--- src/rtl/datapath_seq_ctrl.sv ---
// ---------------------------------------------------------------------------
// datapath_seq_ctrl
//   Multi-cycle sequencer for a simple register-file/ALU datapath. An
//   instruction is accepted in WAIT, decoded, and then walked through
//   operand fetch, execute and write-back states. All outputs are Moore
//   outputs: they depend only on the current state and on the latched
//   instruction fields.
//
// Parameters
//   RN_W        width of register-index fields and of readnum/writenum (2..5)
//   ERR_STICKY  0: err is a one-cycle pulse in ERR
//               1: err stays high in WAIT until the next accepted s
//
// Ports
//   clk                      rising-edge clock
//   reset                    asynchronous, active-low reset
//   s                        start, sampled only in WAIT
//   opcode[2:0], op[1:0]     instruction class / sub-op
//   rn, rd, rm [RN_W-1:0]    register indices
//   sh[1:0]                  shift code for operand B
//   w                        idle/ready (WAIT)
//   err                      illegal-instruction flag
//   loada, loadb, loadc, loads, asel, bsel, vsel, write
//                            datapath strobes/selects (vsel 1 = immediate)
//   shift[1:0]               shifter control
//   readnum, writenum        register-file addresses
// ---------------------------------------------------------------------------
module datapath_seq_ctrl #(
  parameter int RN_W       = 3,
  parameter int ERR_STICKY = 0
) (
  input  logic            clk,
  input  logic            reset,
  input  logic            s,
  input  logic [2:0]      opcode,
  input  logic [1:0]      op,
  input  logic [RN_W-1:0] rn,
  input  logic [RN_W-1:0] rd,
  input  logic [RN_W-1:0] rm,
  input  logic [1:0]      sh,
  output logic            w,
  output logic            err,
  output logic            loada,
  output logic            loadb,
  output logic            loadc,
  output logic            loads,
  output logic            asel,
  output logic            bsel,
  output logic            vsel,
  output logic            write,
  output logic [1:0]      shift,
  output logic [RN_W-1:0] readnum,
  output logic [RN_W-1:0] writenum
);

  typedef enum logic [2:0] {
    S_WAIT,
    S_DECODE,
    S_GET_A,
    S_GET_B,
    S_EXEC,
    S_WR_C,
    S_WR_IMM,
    S_ERR
  } state_t;

  state_t          r_state;
  state_t          w_next;

  logic [2:0]      r_opcode;
  logic [1:0]      r_op;
  logic [1:0]      r_sh;
  logic [RN_W-1:0] r_rn;
  logic [RN_W-1:0] r_rd;
  logic [RN_W-1:0] r_rm;
  logic            r_err_hold;

  logic            w_accept;
  logic            w_movi;
  logic            w_mov;
  logic            w_mvn;
  logic            w_add;
  logic            w_and;
  logic            w_cmp;
  logic            w_two_op;
  logic            w_one_op;

  assign w_accept = (r_state == S_WAIT) && s;

  // Instruction class decoded from the latched fields only.
  assign w_movi   = (r_opcode == 3'b110) && (r_op == 2'b10);
  assign w_mov    = (r_opcode == 3'b110) && (r_op == 2'b00);
  assign w_add    = (r_opcode == 3'b101) && (r_op == 2'b00);
  assign w_cmp    = (r_opcode == 3'b101) && (r_op == 2'b01);
  assign w_and    = (r_opcode == 3'b101) && (r_op == 2'b10);
  assign w_mvn    = (r_opcode == 3'b101) && (r_op == 2'b11);
  assign w_two_op = w_add || w_and || w_cmp;
  assign w_one_op = w_mov || w_mvn;

  always_ff @(posedge clk or negedge reset) begin
    if (!reset) begin
      r_state    <= S_WAIT;
      r_opcode   <= '0;
      r_op       <= '0;
      r_sh       <= '0;
      r_rn       <= '0;
      r_rd       <= '0;
      r_rm       <= '0;
      r_err_hold <= 1'b0;
    end else begin
      r_state <= w_next;
      if (w_accept) begin
        r_opcode <= opcode;
        r_op     <= op;
        r_sh     <= sh;
        r_rn     <= rn;
        r_rd     <= rd;
        r_rm     <= rm;
      end
      // Remembers that the last instruction was illegal; only observable
      // on err when the sticky variant is selected.
      if (w_accept) begin
        r_err_hold <= 1'b0;
      end else if (r_state == S_ERR) begin
        r_err_hold <= 1'b1;
      end
    end
  end

  always_comb begin
    w_next = r_state;
    case (r_state)
      S_WAIT:   w_next = s ? S_DECODE : S_WAIT;
      S_DECODE: begin
        if (w_movi) begin
          w_next = S_WR_IMM;
        end else if (w_one_op) begin
          w_next = S_GET_B;
        end else if (w_two_op) begin
          w_next = S_GET_A;
        end else begin
          w_next = S_ERR;
        end
      end
      S_GET_A:  w_next = S_GET_B;
      S_GET_B:  w_next = S_EXEC;
      S_EXEC:   w_next = w_cmp ? S_WAIT : S_WR_C;
      S_WR_C:   w_next = S_WAIT;
      S_WR_IMM: w_next = S_WAIT;
      S_ERR:    w_next = S_WAIT;
      default:  w_next = S_WAIT;
    endcase
  end

  always_comb begin
    w        = 1'b0;
    err      = 1'b0;
    loada    = 1'b0;
    loadb    = 1'b0;
    loadc    = 1'b0;
    loads    = 1'b0;
    asel     = 1'b0;
    bsel     = 1'b0;
    vsel     = 1'b0;
    write    = 1'b0;
    shift    = '0;
    readnum  = '0;
    writenum = '0;
    case (r_state)
      S_WAIT: begin
        w   = 1'b1;
        err = (ERR_STICKY != 0) && r_err_hold;
      end
      S_GET_A: begin
        loada   = 1'b1;
        readnum = r_rn;
      end
      S_GET_B: begin
        loadb   = 1'b1;
        readnum = r_rm;
      end
      S_EXEC: begin
        shift = r_sh;
        // MOV/MVN have no A operand, so A is forced to zero.
        asel  = w_one_op;
        loadc = !w_cmp;
        loads = w_cmp;
      end
      S_WR_C: begin
        write    = 1'b1;
        vsel     = 1'b0;
        writenum = r_rd;
      end
      S_WR_IMM: begin
        write    = 1'b1;
        vsel     = 1'b1;
        writenum = r_rn;
      end
      S_ERR: begin
        err = 1'b1;
      end
      default: begin
        w = 1'b0;
      end
    endcase
  end

endmodule

--- config.mk ---
export PLATFORM = sky130hd
export DESIGN_NAME = datapath_seq_ctrl
export DESIGN_NICKNAME = d
export VERILOG_FILES = /design/src/rtl/datapath_seq_ctrl.sv
export SDC_FILE = /design/constraint.sdc
export NUM_CORES = 1
export LEC_CHECK = 0
export CORE_MARGIN = 2
export CORE_UTILIZATION = 40
export CTS_CLUSTER_SIZE = 24
export DETAILED_ROUTE_END_ITERATION = 12
export PLACE_DENSITY = 0.75
export SYNTH_ARGS = -nofsm -noshare
export SYNTH_HDL_FRONTEND = slang
export SYNTH_SLANG_ARGS = --single-unit
export TNS_END_PERCENT = 100
--- constraint.sdc ---
create_clock -name clk -period 1.5 [get_ports clk]
set_clock_uncertainty 0.2 [all_clocks]
set_input_delay 0.3 -clock clk [delete_from_list [all_inputs] [get_ports clk]]
set_output_delay 0.3 -clock clk [all_outputs]
set_load 0.005 [all_outputs]
* Word level (Yosys, flattened, before mapping)
Index checks and enable logic that the tools add are counted.
** Word-level totals
- Register bits after elaboration :: 19
- Input bits :: 19
- Word-level logic and storage cells :: 52
** Operators by class
- Equality and inequality tests :: 12
- Mux-type cells :: 18
- Reductions and logical operators :: 15
** Operators with widths (count)
- $eq 3x3->1 const B :: 6
- $pmux 3 s6 :: 1
- $mux 3 :: 4
- $pmux 3 s2 :: 2
- $mux 1 :: 10
- $logic_and 1x1->1 :: 7
- $eq 3x2->1 const B :: 2
- $eq 2x2->1 const B :: 2
- $eq 3x1->1 const B :: 1
- $logic_not 3->1 :: 1
- $logic_or 1x1->1 :: 3
- $reduce_or 3->1 :: 1
- $eq 2x1->1 const B :: 1
- $logic_not 2->1 :: 1
- $mux 2 :: 1
- $reduce_or 2->1 :: 1
- $logic_not 1->1 :: 1

* Longest topological paths before layout
Gate-level depths: netlist of the first run.
- Depth after elaboration :: 8
- Mapped depth :: 6

* Least setup slack after synthesis of the first run
Ideal clock, no wire load.
- Kind :: register to register
- Start :: reg r_state[0]
- End :: reg r_op[1]
- Library setup time :: 0.125 ns
- Data arrival time :: 1.366 ns
- Required time :: 1.175 ns
- Setup slack :: -0.191 ns
- Stages on the path, launching flop included :: 7
- Path buffers :: 3
- Cell sequence :: dfrtp_1 buf_6 nor3_4 and2_4 buf_8 buf_12 mux2_4
** Between the ends
- Longest elaborated chain between the ends :: 2
** RTL lines
- start, declared :: line 67 : state_t r_state;
- start signal, assigned :: line 111 : r_state <= w_next;
- $logic_not 3->1 :: line 88 : assign w_accept = (r_state == S_WAIT) && s;
- $logic_and 1x1->1 :: line 88
- end signal, assigned :: line 114 : r_op <= op;
- end, declared :: line 71 : logic [1:0] r_op;
No other way between the ends.
A chain may end at the register's enable or synchronous reset.

* Final worst setup path of the first run
- Start :: reg r_state[2]
- End :: out readnum[1]
** Between the ends
- Longest elaborated chain between the ends :: 2
** RTL lines
- $eq 3x2->1 :: line 169 : case (r_state)
- $pmux 3 s2 * :: line 169
- end, declared :: line 52 : output logic [RN_W-1:0] readnum,
Every way passes the cells marked *; elsewhere a longest branch is shown, timed or not.

==> summary.md, run 1 <==
| Metric | Value |
|---|---|
| Cell area after layout | `about 1900 sq um` |
| Worst supply voltage drop on vdd | `1.30 mV` |
| Placeable core region | `2480 sq um` |
| Latest clock arrival within the worst-skew pair | `0.31 ns` |
| Final Hold Vio Count | `0` |
| Sequential-to-total area share from yosys stat | `0.453` |
| Worst hold margin | `around 0.1 ns` |
| Die outline area | `3050 sq um` |
| Number of buffers inserted by hold repair at cts | `0` |
| Clock sink count | `19` |
| I/O pin count | `37` |
| Buffers on Ports | `35` |
| Pin count of the biggest net entering global routing | `20` |
| Kind of path behind the tightest hold check | `primary input to async pin` |
| Maximum level of the CTS H-tree | `1` |
| Max cap viols | `0` |
| Net switching power figure | `1380 uW` |
| Clk pwr share | `0.073` |
| Final setup slack of the worst path | `-0.631 ns` |
| Most frequent cells in the layout | `buf_6, clkdlybuf4s50_1, buf_4, dfrtp_1, mux2_4` |
| Portion of the clock cycle consumed by the worst path in the final layout | `1.42` |
| Summed instance area of the synthesized netlist | `about 1000 sq um` |
| Predominant post-synthesis flop cell | `dfrtp_1` |
| Maximum clock insertion buffer count | `2` |
| Fin nets | `179` |
| Final number of setup-violating endpoints | `35` |
| Timing-limited maximum frequency | `469 MHz` |
| Internal | `2460 uW` |
| Proportion of layout cells with a drive suffix above 1 | `0.635` |
| Endpoint type of the worst setup path | `output pin` |
| Number of global-route vias before repair | `1055` |
| Register clock-pin slew on the reported worst setup and hold paths | `0.11 ns` |
| DP Wirelength | `1.80 mm` |
| Post-DP Area | `1530 sq um` |
| Non-Filler Instances | `~190` |
| Most frequent standard cell in the layout excluding fill and tap cells | `buf_6` |
| Number of filler cells placed in the layout | `154` |
| Utilization after layout | `0.751` |
| Routed length per placed instance | `17.8 um` |
| CP required | `1.00 ns` |
| Routability congestion estimate | `0.846` |
| Synth-to-Final Area Change | `77.4%` |
| Setup CP Type | `register to output pin` |
| Yosys top cell area share | `0.453` |
| GRT overflow | `0` |
| Violation count after the first detailed-route iteration | `44` |
| Part of the power in registers | `0.268` |
| Die extent in x | `55.2 um` |
| Proportion of register bits with asynchronous set or reset after synthesis | `1.00` |
| Flip-flop and latch count after synthesis | `19` |
| Gate power share | `0.658` |
| Post-Syn Instances | `85` |
| Cell row count | `18` |
| Starting density of the core | `0.423` |
| Number of antenna violations at the first check in global routing | `0` |
| Final period demand of the worst path | `approximately 2.1 ns` |
| Area taken by flip-flops and latches | `about 480 sq um` |
| Result of the run | `finished, violations left` |
| Antenna-violating nets left | `0` |
| Buffer type at the clock tree root | `clkbuf_4` |
| Wire length of the first global-routing pass | `5.33 mm` |
| RSZ-0062 raised after global routing | `yes` |
| Number of cells in the design after placement | `165` |
| Total count of max-transition violations in the final report | `0` |
| Power per cell area | `2060 nW/um^2` |
| Iteration count of the initial detailed-routing pass | `4` |
| Overall die height | `55.2 um` |
| DRC violations left | `0` |
| Yosys Warn Count | `0` |
| Leading cell types by total area after synthesis | `dfrtp_1, mux2_4, mux2_2, nor2b_1, nor2_1` |
| Number of nets produced by synthesis | `between 100 and 150` |
| # diodes | `0` |
| Mean number of vias per cell | `5.17` |
| Area of the multi-input gates | `631 sq um` |
| Sw Share | `0.360` |
| Failing checks | `negative setup slack` |
| Mean instance size in the synthesized netlist | `12.3 sq um` |
| Tot GR Track Use | `0.230` |
| CP arrival | `1.63 ns` |
| Cell type with the largest total area after synthesis | `dfrtp_1` |
| Number of enable-type register cells in the synthesized netlist | `0` |
| Clock tree from TritonCTS | `done` |
| Leak pwr | `between 0.0008 and 0.0009 uW` |
| CP Max Fanout | `4` |
| Via count | `977` |
| Number of unique standard cell types used by synthesis | `32` |
| Final Routed Wirelength | `3.37 mm` |
| Worst setup SP type | `register` |
| CTS buffer count | `3` |
[state kept, by name, summed over array words and instances, names as in the netlist]
name and count:
r_op 2, r_opcode 3, r_rd 3, r_rm 3, r_rn 3, r_sh 2
r_state 3
[metrics by stage]
stage	TNS (ns)	power, uW	worst slack [ns]
2_1_floorplan	-3.01	1930	-0.191
3_3_place_gp	-12.64	2610	-0.544
3_5_place_dp	-13.54	2680	-0.569
4_1_cts	-14.59	3440	-0.608
5_1_grt	-17.55	4040	-0.699
6_report	-15.73	3840	-0.631
[synthesized netlist by cell type (2+ instances only)]
cell type	instances
mux2_2	6
and2_1	2
nor2_1	7
buf_6	2
a22o_1	3
nand2_1	2
dfrtp_1	19
nor3_1	2
mux2_4	10
a211o_1	2
a22oi_1	3
and3_1	2
nor2b_1	6
[cell families (layout without fill, tap and decap cells)]
| group | count (synthesis) | in the layout | share of synthesized area |
|---|---|---|---|
| muxes | 16 | 16 | 0.208 |
| AOI/OAI and AO/OA | 11 | 11 | 0.0835 |
| buffers and inverters | 7 | 80 | 0.0692 |
| other | 1 | 1 | 0.00358 |
| DFF | 19 | 19 | 0.453 |
| and+or+nand+nor | 31 | 32 | 0.183 |
[power by group through the flow]
| stage | registers [uW] | logic (uW) | clock network (uW) |
|---|---|---|---|
| 2_1_floorplan | 926 | 1010 | 0 |
| 3_3_place_gp | 964 | 1650 | 0 |
| 6_report | 1030 | 2530 | 281 |
| 3_5_place_dp | 980 | 1700 | 0 |
| 4_1_cts | 983 | 2170 | 289 |
| 5_1_grt | 1060 | 2670 | 315 |
[layout make-up]
class                   instances  area share
clock buffers                   3      0.0121
clock inverters                 1     0.00403
inverters                       1     0.00336
multi-input cells              60       0.339
flip-flops and latches         19       0.256
well taps                      30      0.0202
repair buffers                 75       0.365
[timing repair]
action / in CTS / in global routing
setup endpoints to repair: 35 / 36
pin swaps: 13 / 13
setup buffers: 17 / 5
resized for setup: 93 / 37
gates cloned: 1 / 0
[worst paths after layout]
path | start | end | slack, ns | cells after the start
min | reset | r_rn[0]$_DFFE_PN0P_ | 0.1 | 2
min in group clk | r_rm[1]$_DFFE_PN0P_ | r_rm[1]$_DFFE_PN0P_ | 0.32 | 1
min reg2reg | r_rm[1]$_DFFE_PN0P_ | r_rm[1]$_DFFE_PN0P_ | 0.32 | 1
max | r_state[2]$_DFF_PN0_ | readnum[1] | -0.63 | 6
max reg2reg | r_state[1]$_DFF_PN0_ | r_rm[2]$_DFFE_PN0P_ | -0.42 | 5
max in group asynchronous | reset | r_state[0]$_DFF_PN0_ | 0.78 | 2
[per-layer routing]
layer / global-route usage / wire length [um] / up-vias / share of wire
met5: 0 / 0 / - / 0
met4: 0.118 / 99 / 0 / 0.029
met3: 0.0492 / 115 / 9 / 0.034
met2: 0.406 / 1810 / 32 / 0.54
met1: 0.256 / 1340 / 488 / 0.40
li1: - / - / 448 / -
[critical path: stages, from the launching register on]
cell,delay (ns)
dfrtp_1,0.45
or2b_1,0.28
nor2_2,0.14
buf_6,0.13
buf_6,0.09
a22o_1,0.12
buf_2,0.11
(Power assumes the default switching activity.)
==> run 2, diff against run 1 <==
Settings changed: CORE_UTILIZATION 40 to 41, CTS_BUF_LIST set to sky130_fd_sc_hd__clkbuf_2, PLACE_DENSITY 0.75 to 0.77, REMOVE_ABC_BUFFERS set to 1.
==> summary.md, run 2 (same netlist as run 1, synthesis figures left out) <==
| Metric | Value |
|---|---|
| Clock tree from TritonCTS | `done (unchanged)` |
| Maximum clock insertion buffer count | `2 (unchanged)` |
| Library cell contributing the largest single delay on the critical path | `dfrtp_1 (unchanged)` |
| Wire length of the first global-routing pass | `4.64 mm (was 5.33 mm)` |
| Sw Share | `0.349 (was 0.360)` |
| Internal | `2290 uW (was 2460 uW)` |
| Routed length per placed instance | `15.9 um (was 17.8 um)` |
| Routability congestion estimate | `0.803 (was 0.846)` |
| Iteration count of the initial detailed-routing pass | `4 (unchanged)` |
| Worst hold margin | `0.0794 ns (was 0.0999 ns)` |
| Die outline area | `2980 sq um (was 3050 sq um)` |
| Net switching power figure | `1230 uW (was 1380 uW)` |
| Failing checks | `negative setup slack (unchanged)` |
| Buffers on Ports | `35 (unchanged)` |
| Part of the power in registers | `0.287 (was 0.268)` |
| Synth-to-Final Area Change | `69.3% (was 77.4%)` |
| Result of the run | `finished, violations left (unchanged)` |
| Proportion of layout cells with a drive suffix above 1 | `0.625 (was 0.635)` |
| Latest clock arrival within the worst-skew pair | `0.32 ns (was 0.31 ns)` |
| Die extent in x | `54.6 um (was 55.2 um)` |
| Starting density of the core | `0.427 (was 0.423)` |
| Area taken by flip-flops and latches | `478 sq um (was 477 sq um)` |
| Timing-limited maximum frequency | `477 MHz (was 469 MHz)` |
| Final Routed Wirelength | `2.89 mm (was 3.37 mm)` |
| Portion of the clock cycle consumed by the worst path in the final layout | `1.40 (was 1.42)` |
| Number of antenna violations at the first check in global routing | `0 (unchanged)` |
| Worst Reg-to-Reg Cells | `6 (was 5)` |
| Number of global-route vias before repair | `973 (was 1055)` |
| Fin Setup TNS | `-13.95 ns (was -15.73 ns)` |
| DP Wirelength | `1.76 mm (was 1.80 mm)` |
| Kind of path behind the tightest hold check | `primary input to async pin (unchanged)` |
| CP Max Fanout | `4 (unchanged)` |
| Setup CP Type | `register to output pin (unchanged)` |
| Crit path cell chain | `buf_6, and2b_2, buf_6, a22oi_2, nor2b_1, buf_2 (was or2b_1, nor2_2, buf_6, buf_6, a22o_1, buf_2)` |
| Total count of max-transition violations in the final report | `0 (unchanged)` |
| Final Hold Vio Count | `0 (unchanged)` |
| CTS buffer count | `3 (unchanged)` |
| Placeable core region | `2450 sq um (was 2480 sq um)` |
| Clock sink count | `19 (unchanged)` |
| Worst supply voltage drop on vdd | `1.18 mV (was 1.30 mV)` |
| Via count | `933 (was 977)` |
| Final period demand of the worst path | `2.10 ns (was 2.13 ns)` |
| # diodes | `0 (unchanged)` |
| Max cap viols | `0 (unchanged)` |
| Worst setup slack after placement | `-0.595 ns (was -0.569 ns)` |
| I/O pin count | `37 (unchanged)` |
| Power per cell area | `1980 nW/um^2 (was 2060 nW/um^2)` |
| Violation count after the first detailed-route iteration | `6 (was 44)` |
| Cell row count | `18 (unchanged)` |
| RSZ-0062 raised after global routing | `yes (unchanged)` |
| Register clock-pin slew on the reported worst setup and hold paths | `0.19 ns (was 0.11 ns)` |
| Mean number of vias per cell | `5.13 (was 5.17)` |
| Final number of setup-violating endpoints | `35 (unchanged)` |
| DRC violations left | `0 (unchanged)` |
| Most frequent cell on the critical path | `buf_6 (unchanged)` |
| Clk pwr share | `0.066 (was 0.073)` |
| Area of the multi-input gates | `619 sq um (was 631 sq um)` |
| Overall die height | `54.6 um (was 55.2 um)` |
| Fin nets | `172 (was 179)` |
| Antenna-violating nets left | `0 (unchanged)` |
| Buffer type at the clock tree root | `clkbuf_2 (was clkbuf_4)` |
| Maximum level of the CTS H-tree | `1 (unchanged)` |
| Most frequent standard cell in the layout excluding fill and tap cells | `buf_6 (unchanged)` |
| GRT overflow | `0 (unchanged)` |
| Gate power share | `0.647 (was 0.658)` |
| Number of filler cells placed in the layout | `181 (was 154)` |
| Endpoint type of the worst setup path | `output pin (unchanged)` |
| Final setup slack of the worst path | `-0.598 ns (was -0.631 ns)` |
| Critical path's largest stage delay | `0.46 ns (was 0.45 ns)` |
| Pin count of the biggest net entering global routing | `20 (unchanged)` |
| Tot GR Track Use | `0.230 (about the same)` |
| CP arrival | `1.60 ns (was 1.63 ns)` |
| Worst setup SP type | `register (unchanged)` |
| Leak pwr | `0.000834 uW (was 0.000882 uW)` |
| CP required | `1.00 ns (about the same)` |
| Most frequent cells in the layout | `buf_6, clkdlybuf4s50_1, dfrtp_1 (was buf_6, clkdlybuf4s50_1, buf_4, dfrtp_1, mux2_4)` |
run 2: critical path, delay by kind of cell (launching register included):
family	cells	cell delay [ns]
AND/OR/NAND/NOR	2	0.30
AO/OA/AOI/OAI	1	0.12
buffers and inverters	3	0.39
flip-flops	1	0.46
run 2: what timing repair did:
action,in CTS,in global routing
resized for setup,113,10
setup buffers,14,2
cloned,1,0
hold buffers,0,0
setup endpoints to repair,35,36
pin swaps,19,7
run 2: final timing paths:
| check | slack, ns | start | to |
|---|---|---|---|
| max in group asynchronous | 0.80 | reset | r_state[1]$_DFF_PN0_ |
| setup reg to reg | -0.41 | r_state[2]$_DFF_PN0_ | r_rd[1]$_DFFE_PN0P_ |
| hold reg to reg | 0.35 | r_rm[0]$_DFFE_PN0P_ | r_rm[0]$_DFFE_PN0P_ |
| setup / recovery | -0.60 | r_state[0]$_DFF_PN0_ | writenum[2] |
| hold / removal | 0.08 | reset | r_state[0]$_DFF_PN0_ |
| min in group clk | 0.35 | r_rm[0]$_DFFE_PN0P_ | r_rm[0]$_DFFE_PN0P_ |
run 2: final cells by class:
class | count | area share
Multi-Input combinational cell | 60 | 0.349
Inverter | 1 | 0.00211
Timing Repair Buffer | 68 | 0.346
Clock inverter | 1 | 0.00423
Sequential cell | 19 | 0.269
Tap cell | 30 | 0.0211
Clock buffer | 3 | 0.00846
run 2: stage by stage:
stage | util | power (uW) | std cells | instance area, sq um
6_report | 0.723 | 3520 | 182 | 1780
5_1_grt | 0.723 | 3730 | 182 | 1780
4_1_cts | 0.709 | 3380 | 182 | 1740
3_5_place_dp | 0.618 | 2650 | 164 | 1520
3_3_place_gp | 0.618 | 2590 | 164 | 1520
2_1_floorplan | - | 1800 | 79 | 980
run 2: power by group through the flow:
stage / registers [uW] / logic (uW) / clock network (uW)
floorplan: 986 / 815 / 0
global placement: 961 / 1620 / 0
detailed placement: 975 / 1670 / 0
CTS: 987 / 2160 / 239
global route: 1030 / 2420 / 275
finish: 1010 / 2270 / 234
run 2: layer usage:
layer | part of all wire | global-route usage
met2 | 0.55 | 0.398
met5 | 0 | 0
met1 | 0.39 | 0.258
met3 | 0.043 | 0.0546
met4 | 0.022 | 0.129
==> run 3, diff against run 2 <==
Settings changed: CTS_BUF_LIST sky130_fd_sc_hd__clkbuf_2 to sky130_fd_sc_hd__clkbuf_2 sky130_fd_sc_hd__clkbuf_4 sky130_fd_sc_hd__clkbuf_8.
==> summary.md, run 3 (same netlist as run 1, synthesis figures left out) <==
| Metric | Value |
|---|---|
| Final period demand of the worst path | `2.09 ns (was 2.10 ns)` |
| Portion of the clock cycle consumed by the worst path in the final layout | `1.40 (about the same)` |
| Routed length per placed instance | `15.5 um (was 15.9 um)` |
| Final setup slack of the worst path | `-0.593 ns (was -0.598 ns)` |
| Internal | `2220 uW (was 2290 uW)` |
| Reg2reg start | `r_state[0]$_DFF_PN0_ (was r_state[2]$_DFF_PN0_)` |
| Max cap viols | `0 (unchanged)` |
| DRC violations left | `0 (unchanged)` |
| Number of buffers inserted by hold repair at cts | `0 (unchanged)` |
| Number of cells in the design after placement | `164 (unchanged)` |
| Timing-limited maximum frequency | `478 MHz (was 477 MHz)` |
| Final Routed Wirelength | `2.79 mm (was 2.89 mm)` |
| Clk pwr share | `0.081 (was 0.066)` |
| DP Wirelength | `1.76 mm (unchanged)` |
| Final Hold Vio Count | `0 (unchanged)` |
| Die outline area | `2980 sq um (unchanged)` |
| Cell row count | `18 (unchanged)` |
| CP required | `1.00 ns (about the same)` |
| Starting density of the core | `0.427 (unchanged)` |
| Endpoint type of the worst setup path | `output pin (unchanged)` |
| Setup CP Type | `register to output pin (unchanged)` |
| Tot GR Track Use | `0.216 (was 0.230)` |
| Placeable core region | `2450 sq um (unchanged)` |
| Final number of setup-violating endpoints | `35 (unchanged)` |
| Die extent in x | `54.6 um (unchanged)` |
| Net switching power figure | `1160 uW (was 1230 uW)` |
| Most frequent cells in the layout | `clkdlybuf4s50_1, buf_4, dfrtp_1 (was buf_6, clkdlybuf4s50_1, dfrtp_1)` |
| Kind of path behind the tightest hold check | `primary input to async pin (unchanged)` |
| Failing checks | `negative setup slack (unchanged)` |
| Sw Share | `0.343 (was 0.349)` |
| CTS buffer count | `3 (unchanged)` |
| CP Max Fanout | `4 (unchanged)` |
| CP arrival | `1.59 ns (was 1.60 ns)` |
| Utilization after layout | `0.698 (was 0.723)` |
| Worst supply voltage drop on vdd | `1.23 mV (was 1.18 mV)` |
| Worst setup SP type | `register (unchanged)` |
| FF-to-FF setup slack | `-0.36 ns (was -0.41 ns)` |
| Synth-to-Final Area Change | `63.5% (was 69.3%)` |
| Wire length of the first global-routing pass | `4.44 mm (was 4.64 mm)` |
| Overall power after layout | `3380 uW (was 3520 uW)` |
| Violation count after the first detailed-route iteration | `9 (was 6)` |
| Buffer type at the clock tree root | `clkbuf_4 (was clkbuf_2)` |
| Overall die height | `54.6 um (unchanged)` |
| Worst Reg-to-Reg Cells | `5 (was 6)` |
| Number of filler cells placed in the layout | `181 (unchanged)` |
| Iteration count of the initial detailed-routing pass | `4 (unchanged)` |
| RSZ-0062 raised after global routing | `yes (unchanged)` |
| Antenna-violating nets left | `0 (unchanged)` |
| Fin nets | `170 (was 172)` |
| Result of the run | `finished, violations left (unchanged)` |
| Part of the power in registers | `0.295 (was 0.287)` |
| Clock tree from TritonCTS | `done (unchanged)` |
| Power per cell area | `1970 nW/um^2 (was 1980 nW/um^2)` |
| Mean number of vias per cell | `5.11 (was 5.13)` |
| Pin count of the biggest net entering global routing | `20 (unchanged)` |
| Library cell contributing the largest single delay on the critical path | `dfrtp_1 (unchanged)` |
| Non-Filler Instances | `180 (was 182)` |
| Number of global-route vias before repair | `935 (was 973)` |
| Gate power share | `0.625 (was 0.647)` |
| Clock sink count | `19 (unchanged)` |
| Buffers on Ports | `35 (unchanged)` |
| Maximum clock insertion buffer count | `2 (unchanged)` |
| Register clock-pin slew on the reported worst setup and hold paths | `0.11 ns (was 0.19 ns)` |
| Critical path's largest stage delay | `0.43 ns (was 0.46 ns)` |
| Reg-to-reg critical path endpoint | `r_rd[0]$_DFFE_PN0P_ (was r_rd[1]$_DFFE_PN0P_)` |
| Worst setup slack after placement | `-0.595 ns (unchanged)` |
| Crit path cell chain | `or2b_1, nor2_1, buf_4, buf_6, a22o_1, buf_2 (was buf_6, and2b_2, buf_6, a22oi_2, nor2b_1, buf_2)` |
| # diodes | `0 (unchanged)` |
| GRT overflow | `0 (unchanged)` |
| Leak pwr | `0.000820 uW (was 0.000834 uW)` |
| Latest clock arrival within the worst-skew pair | `0.30 ns (was 0.32 ns)` |
| Number of antenna violations at the first check in global routing | `0 (unchanged)` |
| Proportion of layout cells with a drive suffix above 1 | `0.547 (was 0.625)` |
| Via count | `920 (was 933)` |
| Maximum level of the CTS H-tree | `1 (unchanged)` |
| Routability congestion estimate | `0.803 (unchanged)` |
| Total count of max-transition violations in the final report | `0 (unchanged)` |
| I/O pin count | `37 (unchanged)` |
## run 3: metal layers
metal | global-route usage | wire [um]
met1 | 0.272 | 1120
met2 | 0.376 | 1520
met3 | 0.0410 | 132
met4 | 0.0625 | 19
met5 | 0 | 0
## run 3: repair_timing
item,in CTS,in global routing
buffers inserted,13,1
setup endpoints to repair,35,36
cloned,1,0
gates resized for setup,92,4
pin swaps,10,8
## run 3: worst max-delay path, delay by kind of cell, from the launching register on
family | cells | cell delay (ns)
flops | 1 | 0.43
buf+inv | 3 | 0.36
compound gates | 1 | 0.12
simple gates | 2 | 0.38
## run 3: cell type report
| class | count | area (sq um) | area share |
|---|---|---|---|
| Multi-Input combinational cell | 60 | 593 | 0.346 |
| Timing Repair Buffer | 66 | 573 | 0.334 |
| Sequential cell | 19 | 477 | 0.278 |
| Tap cell | 30 | 37.5 | 0.0219 |
| Clock buffer | 3 | 22.5 | 0.0131 |
| Clock inverter | 1 | 7.51 | 0.00438 |
| Inverter | 1 | 3.75 | 0.00219 |
## run 3: power groups by stage
stage	registers (uW)	clock network [uW]	logic, uW
2_1_floorplan	986	0	815
3_5_place_dp	975	0	1670
3_3_place_gp	961	0	1620
5_1_grt	1020	314	2260
6_report	996	273	2110
4_1_cts	985	283	2090
## run 3: worst max path at each step
stage | from | endpoint | slack, ns
after global placement | r_state[1]$_DFF_PN0_ | asel | -0.54
final | r_state[0]$_DFF_PN0_ | readnum[0] | -0.59
after floorplan | r_state[2]$_DFF_PN0_ | readnum[0] | -0.15
after CTS | r_state[0]$_DFF_PN0_ | readnum[0] | -0.60
after global routing | r_state[0]$_DFF_PN0_ | readnum[0] | -0.67
after detailed placement | r_state[0]$_DFF_PN0_ | readnum[0] | -0.59
## run 3: through the flow
step           hold slack, ns  instance area (sq um)  setup TNS (ns)
3_5_place_dp            0.295                   1520          -14.14
4_1_cts                 0.118                   1710          -14.25
3_3_place_gp            0.288                   1520          -12.88
5_1_grt                 0.118                   1710          -16.35
2_1_floorplan          -0.196                    980           -2.66
6_report                0.118                   1710          -14.38
